===== config.mk =====
export PLATFORM = sky130hd
export DESIGN_NAME = bk_serial_add_seq
export DESIGN_NICKNAME = d
export VERILOG_FILES = /design/src/rtl/bk_serial_add_seq.sv
export SDC_FILE = /design/constraint.sdc
export NUM_CORES = 1
export LEC_CHECK = 0
export ABC_AREA = 1
export CAP_MARGIN = 20
export CORE_MARGIN = 1.5
export CORE_UTILIZATION = 35
export DETAILED_ROUTE_END_ITERATION = 16
export SLEW_MARGIN = 5
export SYNTH_ARGS = -nofsm -noshare
export SYNTH_HDL_FRONTEND = slang
export SYNTH_SLANG_ARGS = --single-unit

===== constraint.sdc =====
create_clock -name clk -period 2 [get_ports clk]
set_input_delay 0.2 -clock clk [delete_from_list [all_inputs] [get_ports clk]]
set_output_delay 0.2 -clock clk [all_outputs]
set_load 0.005 [all_outputs]

===== src/rtl/bk_serial_add_seq.sv =====
// bk_serial_add_seq: serial add/sub sequencer reusing one 4-bit Brent-Kung carry-in slice, LSB nibble first.
module bk_serial_add_seq #(
  parameter int WIDTH = 16
) (
  input  logic             clk,
  input  logic             rst,
  input  logic             in_valid,
  output logic             in_ready,
  input  logic [WIDTH-1:0] in_a,
  input  logic [WIDTH-1:0] in_b,
  input  logic             in_sub,
  input  logic             in_cin,
  output logic             out_valid,
  input  logic             out_ready,
  output logic [WIDTH-1:0] out_sum,
  output logic             out_cout,
  output logic             out_ovf,
  output logic             busy
);
  localparam int NSLICE = WIDTH / 4;
  localparam int CW = NSLICE > 1 ? $clog2(NSLICE) : 1;
  typedef enum logic [1:0] {IDLE, RUN, DONE} state_t;
  state_t state, state_nx;
  logic [WIDTH-1:0] a_reg, b_reg, sum_reg, sum_nx;
  logic [CW-1:0] cnt;
  logic carry, a_msb, b_msb, accept, last;
  logic [3:0] g, p, c, ss;
  logic g10, p10, g32, p32, g20, p20, g30, p30, sc;
  // Brent-Kung prefix tree over the low nibble of the operand shift registers
  assign g = a_reg[3:0] & b_reg[3:0];
  assign p = a_reg[3:0] ^ b_reg[3:0];
  assign g10 = g[1] | (p[1] & g[0]);
  assign p10 = p[1] & p[0];
  assign g32 = g[3] | (p[3] & g[2]);
  assign p32 = p[3] & p[2];
  assign g20 = g[2] | (p[2] & g10);
  assign p20 = p[2] & p10;
  assign g30 = g32 | (p32 & g10);
  assign p30 = p32 & p10;
  assign c = {g20 | (p20 & carry), g10 | (p10 & carry), g[0] | (p[0] & carry), carry};
  assign ss = p ^ c;
  assign sc = g30 | (p30 & carry);
  assign sum_nx = WIDTH'({ss, sum_reg} >> 4);
  assign in_ready = (state == IDLE) | ((state == DONE) & out_ready);
  assign accept = in_valid & in_ready;
  assign last = (state == RUN) && (cnt == CW'(NSLICE - 1));
  assign busy = state == RUN;
  always_comb begin
    state_nx = state;
    state_nx = accept ? RUN : last ? DONE : (state == DONE && out_ready) ? IDLE : state;
  end
  always_ff @(posedge clk or posedge rst)
    if (rst) state <= IDLE;
    else state <= state_nx;
  always_ff @(posedge clk or posedge rst)
    if (rst) begin
      a_reg <= '0;
      b_reg <= '0;
      sum_reg <= '0;
      cnt <= '0;
      carry <= 1'b0;
      a_msb <= 1'b0;
      b_msb <= 1'b0;
      out_valid <= 1'b0;
      out_sum <= '0;
      out_cout <= 1'b0;
      out_ovf <= 1'b0;
    end else begin
      if (accept) begin
        a_reg <= in_a;
        b_reg <= in_b ^ {WIDTH{in_sub}};
        carry <= in_cin ^ in_sub;
        a_msb <= in_a[WIDTH-1];
        b_msb <= in_b[WIDTH-1] ^ in_sub;
        cnt <= '0;
      end else if (state == RUN) begin
        a_reg <= a_reg >> 4;
        b_reg <= b_reg >> 4;
        sum_reg <= sum_nx;
        carry <= sc;
        cnt <= cnt + 1'b1;
      end
      // the final slice's sum bit 3 becomes the result MSB
      if (last) begin
        out_valid <= 1'b1;
        out_sum <= sum_nx;
        out_cout <= sc;
        out_ovf <= (a_msb == b_msb) && (ss[3] != a_msb);
      end else if (out_ready) out_valid <= 1'b0;
    end
endmodule


==> out/qor.yml, run 1 <==
cells_and_area:
  area_delta_synth_final_pct: 27.3
  final_nets: 441
  fill_cells: 860
  design_area_um2: 4050
  drive_gt1_share_pct: 8.23
  diodes: 0
critical_path:
  end_kind: "output port"
  critical_path_buf_inv_count: 1
  critPathRequiredTime_ns: 1.80
  cp_slowest_cell: "clkdlybuf4s50_1"
  crit_arrival_ns: 1.65
  cpPeakStageDelay_ns: 0.58
  crit_type: "flop to output port"
  path_cells: "nor2_4, clkdlybuf4s50_1"
  critPathMaxFanout: 12
  start_kind: "flop"
  path_delay_family: "buffers and inverters"
synthesis:
  yosysMostFrequentCell: "nand2_1"
  synthFlopType: "dfrtp_1"
  synth_top_area_share_pct: 55.1
  yosys-top-cells-count: "98 x nand2_1, 70 x dfrtp_1, 39 x inv_1"
  avgSynthCellArea_um2: 9.43
  synth_cell_types: 29
  ys_ff_latch: 70
  synth.cell_area_um2: 3180
  syn_inst: 337
  yosysWarnings: 0
  synth_nets: 381
  yosys-top-cells-area: "dfrtp_1 55%, nand2_1 12%, inv_1 4.6%"
  synth-async-reset-ratio_pct: 100
  yosysSeqAreaShare_pct: 55.1
  synth_edf_count: 0
  synth_area_leader_cell: "dfrtp_1"
hold_path:
  hold_class: "primary input to asynchronous set/reset pin"
sta:
  max_slew.worst_pin.slew_ns: 0.438
  hold_viol: 0
  finalSetupTns_ns: 0
  fmax_mhz: 540
  clock_skew_ns: 0.00414
  setup_viol: 0
  fin_crit_sh_pct: 92.7
  rsz0062_at_grt: "false"
  report.final.slew_viol_count: 0
  slew_headroom_pct: 70.8
  min_period_ns: 1.85
grt:
  grt-ovfl-total: 0
  grt_pass1_vias: 2380
  grt_pass1_wl_um: 11400
  grt_max_degree: 30
  antenna_found_initial: 0
  grtUsageTotal_pct: 15.0
cts:
  clock_latency_ns: 0.34
  clockBufferDepth: 2
  cts_hold_buf: 0
  cts.sinks: 70
  cts-root-buf: "clkbuf_8"
  htree_levels: 3
  cts_resized: 0
  clkTransAtPathRegs_ns: 0.07
  post_cts_buffers: 0
  cts_made_buffers: 9
  cts_tree: "built"
run_status:
  status: "completed"
drt:
  wl_um: 6510
  first_iter_violations: 103
  drt-wirelength-per-cell_um: 12.8
  drtPass1Iterations: 4
  drt-vias-per-instance: 4.77
  antenna_left: 0
  vias: 2428
  drc: 0
power_and_ir_drop:
  irDropWorstVdd_mv: 0.529
  p_leak_nw: 1.90
  total_power_mw: 5.83
  p_per_area_nw_per_um2: 1440
placed_design:
  hpwlAfterDp_um: 4620
  port_buffers: 58
  gp_congestion: 0.735
  place_area_um2: 3860
floorplanning:
  coreArea_um2: 8760
  die_w_um: 98.3
  die_h_um: 98.3
  initial_core_util_pct: 36.3
  die_area_um2: 9660
  pin_count: 59
  num_rows: 34
run:
  drv_cap: 0
[stage by stage]
step | utilization [%] | instances | hold WS (ns) | setup WS, ns
after floorplan | - | 337 | 0.307 | 0.0318
after global placement | 44.0 | 494 | 0.454 | 0.310
after detailed placement | 44.0 | 494 | 0.462 | 0.257
after CTS | 46.2 | 509 | 0.176 | 0.102
after global routing | 46.2 | 509 | 0.184 | 0.0251
final | 46.2 | 509 | 0.176 | 0.147
[placed cells by master (no fill, tap or decap), types with 8 or more instances in the layout]
| cell | synthesis | routed |
|---|---|---|
| nand2_1 | 98 | 98 |
| dfrtp_1 | 70 | 70 |
| clkdlybuf4s50_1 | 0 | 58 |
| inv_1 | 39 | 38 |
| o21ai_0 | 19 | 19 |
| o221ai_1 | 13 | 13 |
| clkbuf_8 | 0 | 13 |
| o21ai_1 | 12 | 12 |
| xor2_1 | 11 | 11 |
| nand3_1 | 9 | 9 |
| nor2_1 | 8 | 8 |
| a22oi_1 | 8 | 8 |
[kinds of logic after synthesis]
logic type	synth area share, %
AND/OR/NAND/NOR	15.8
buffers and inverters	9.18
adder cells (fa/ha/maj)	2.60
XOR/XNOR	4.41
flip-flops	55.1
AO/OA/AOI/OAI	12.9
[area by class of cell]
type	count	area [µm²]	area share, %
clock buffers	15	186	4.61
inverters	44	168	4.14
multi-input cells	207	1130	28.0
flip-flops and latches	70	1750	43.3
well taps	108	135	3.34
repair buffers	65	671	16.6
[power breakdown]
group | internal (mW) | switching (mW)
logic | 1.09 | 1.37
registers | 2.02 | 0.301
clock network | 0.581 | 0.476
[worst paths after layout]
path | startpoint | to | slack (ns) | depth (start not counted)
max in group asynchronous | rst | b_reg[12]$_DFFE_PP0P_ | 1.33 | 3
max | state[1]$_DFFE_PP0P_ | busy | 0.15 | 2
min | rst | sum_reg[9]$_DFFE_PP0P_ | 0.18 | 2
min in group clk | in_a[13] | a_reg[13]$_DFFE_PP0P_ | 0.42 | 3
max reg2reg | state[1]$_DFFE_PP0P_ | a_reg[1]$_DFFE_PP0P_ | 0.48 | 7
min reg2reg | cnt[0]$_DFFE_PP0P_ | cnt[0]$_DFFE_PP0P_ | 0.48 | 1
[metal layers]
layer	GRT usage, %	share of wire, %	up-vias
li1	-	-	1205
met5	0	0	-
met1	19.2	47	1133
met3	5.58	5.7	3
met4	3.79	0.48	0
met2	24.1	47	87
Power figures use the tool's default switching activity.
==> run 2, diff against run 1 <==
==> constraint.sdc (replaced) <==
create_clock -name clk -period 1.72 [get_ports clk]
set_input_delay 0.172 -clock clk [delete_from_list [all_inputs] [get_ports clk]]
set_output_delay 0.172 -clock clk [all_outputs]
set_load 0.005 [all_outputs]
==> out/qor.yml, run 2 (synthesis results as in run 1) <==
run_status:
  status: "completed"
power_and_ir_drop:
  p_leak_nw: 1.94  # +2.0%
  irDropWorstVdd_mv: 0.541  # +2.1%
  p_per_area_nw_per_um2: 1690  # +17%
grt:
  grt-ovfl-total: 0  # unchanged
  grtUsageTotal_pct: 14.9  # -0.035 points
  grt_pass1_vias: 2489  # +4.6%
  antenna_found_initial: 0  # unchanged
  grt_pass1_wl_um: 11600  # +2.1%
  grt_max_degree: 34  # +13%
critical_path:
  start_kind: "flop"
  path_delay_family: "buffers and inverters"
  end_kind: "output port"
  critPathMaxFanout: 4  # -8
  worstReg2RegEnd: "b_reg[5]$_DFFE_PP0P_"
  rrSetupSlack_ns: 0.23  # -0.25 ns
  critPathRequiredTime_ns: 1.55  # -0.25 ns
  reg2reg_depth: 9  # +2
  crit_arrival_ns: 1.48  # -0.17 ns
  cp_slowest_cell: "clkdlybuf4s50_1"
  cpPeakStageDelay_ns: 0.53  # -0.05 ns
  r2r_start: "state[1]$_DFFE_PP0P_"
  path_cells: "nor2_4, clkdlybuf4s50_1"
  critical_path_buf_inv_count: 1  # unchanged
  crit_type: "flop to output port"
cells_and_area:
  diodes: 0  # unchanged
  multiInputGateArea_um2: 1130  # unchanged
  fill_cells: 877  # +2.0%
  layout_common_cells: "98 x nand2_1, 70 x dfrtp_1, 57 x clkdlybuf4s50_1"
  final_nets: 447  # +1.4%
  seq_area_um2: 1750  # unchanged
  area_delta_synth_final_pct: 29.0
  drive_gt1_share_pct: 9.83  # +1.6 points
  layout_commonest_cell: "nand2_1"
sta:
  slew_headroom_pct: 71.5  # +0.77 points
  report.final.slew_viol_count: 0  # unchanged
  fin_crit_sh_pct: 96.1
  min_period_ns: 1.65
  setup_viol: 0  # unchanged
  clock_skew_ns: 0.00786  # +0.00372 ns
  whs_ns: 0.151  # -0.0253 ns
  hold_viol: 0  # unchanged
  max_slew.worst_pin.slew_ns: 0.427  # -0.0115 ns
  rsz0062_at_grt: "false"
  fmax_mhz: 605
  finalSetupTns_ns: 0  # unchanged
placed_design:
  port_buffers: 58  # unchanged
  hpwlAfterDp_um: 4810  # +4.1%
  gp_congestion: 0.738  # +0.37%
drt:
  drc: 0  # unchanged
  vias: 2455  # +1.1%
  drtPass1Iterations: 4  # unchanged
  first_iter_violations: 89  # -14%
  drt-vias-per-instance: 4.77  # about the same
  wl_um: 6580  # +1.0%
  antenna_left: 0  # unchanged
  drt-wirelength-per-cell_um: 12.8  # -0.18%
cts:
  cts_hold_buf: 0  # unchanged
  clkTransAtPathRegs_ns: 0.07  # about the same
  htree_levels: 3  # unchanged
  clockBufferDepth: 2  # unchanged
  cts-root-buf: "clkbuf_8"
  cts_made_buffers: 9  # unchanged
  cts_tree: "built"
  clock_latency_ns: 0.34  # about the same
  cts.sinks: 70  # unchanged
floorplanning:
  num_rows: 34  # unchanged
  pin_count: 59  # unchanged
  die_w_um: 98.3  # unchanged
  die_area_um2: 9660  # unchanged
  coreArea_um2: 8760  # unchanged
  die_h_um: 98.3  # unchanged
  initial_core_util_pct: 36.3  # unchanged
run:
  drv_cap: 0  # unchanged
hold_path:
  hold_class: "primary input to asynchronous set/reset pin"
==> run 2: how the worst max path moves through the flow <==
stage	slack, ns	to	startpoint	cells after the start
2_1_floorplan	0.38	carry$_DFFE_PP0P_	a_reg[1]$_DFFE_PP0P_	9
3_3_place_gp	0.15	in_ready	out_ready	4
3_5_place_dp	0.14	in_ready	out_ready	4
4_1_cts	0.04	in_ready	state[1]$_DFFE_PP0P_	4
5_1_grt	0.002	busy	state[1]$_DFFE_PP0P_	2
6_report	0.07	busy	state[1]$_DFFE_PP0P_	2
==> run 2: through the flow <==
| stage | util, % | area, µm² | worst slack [ns] | power, mW | instances |
|---|---|---|---|---|---|
| final | 46.8 | 4100 | 0.0673 | 6.92 | 515 |
| after detailed placement | 44.5 | 3900 | 0.143 | 5.69 | 499 |
| after global placement | 44.5 | 3900 | 0.154 | 5.59 | 499 |
| after global routing | 46.8 | 4100 | 0.00193 | 7.54 | 515 |
| after floorplan | - | 3180 | 0.383 | 4.65 | 337 |
| after CTS | 46.7 | 4100 | 0.0426 | 7.00 | 515 |
==> run 2: layout make-up <==
| cell class | instances | share of cell area (%) |
|---|---|---|
| clock buffers | 11 | 3.45 |
| flip-flops and latches | 70 | 42.7 |
| multi-input cells | 207 | 27.7 |
| well taps | 108 | 3.30 |
| clock inverters | 4 | 1.16 |
| inverters | 44 | 4.18 |
| repair buffers | 71 | 17.5 |
==> run 2: layer usage <==
layer	part of all wire (%)	vias up	GRT usage, %
met5	0	-	0
met4	1.2	0	3.68
met3	5.3	11	5.01
met2	47	72	24.2
met1	47	1152	19.4
li1	-	1220	-
==> run 2: report_power, final <==
group	internal, mW	switching [mW]	leakage [nW]	total (mW)
registers	2.34	0.356	0.900	2.70
clock network	0.697	0.588	0.0952	1.29
logic	1.32	1.61	0.945	2.94
==> run 2: what timing repair did <==
action	in CTS	in global routing
pin swaps	1	0
gates resized for setup	0	1
setup endpoints to repair	1	1
setup buffers	1	0
hold endpoints to repair	0	0
gates cloned	0	0
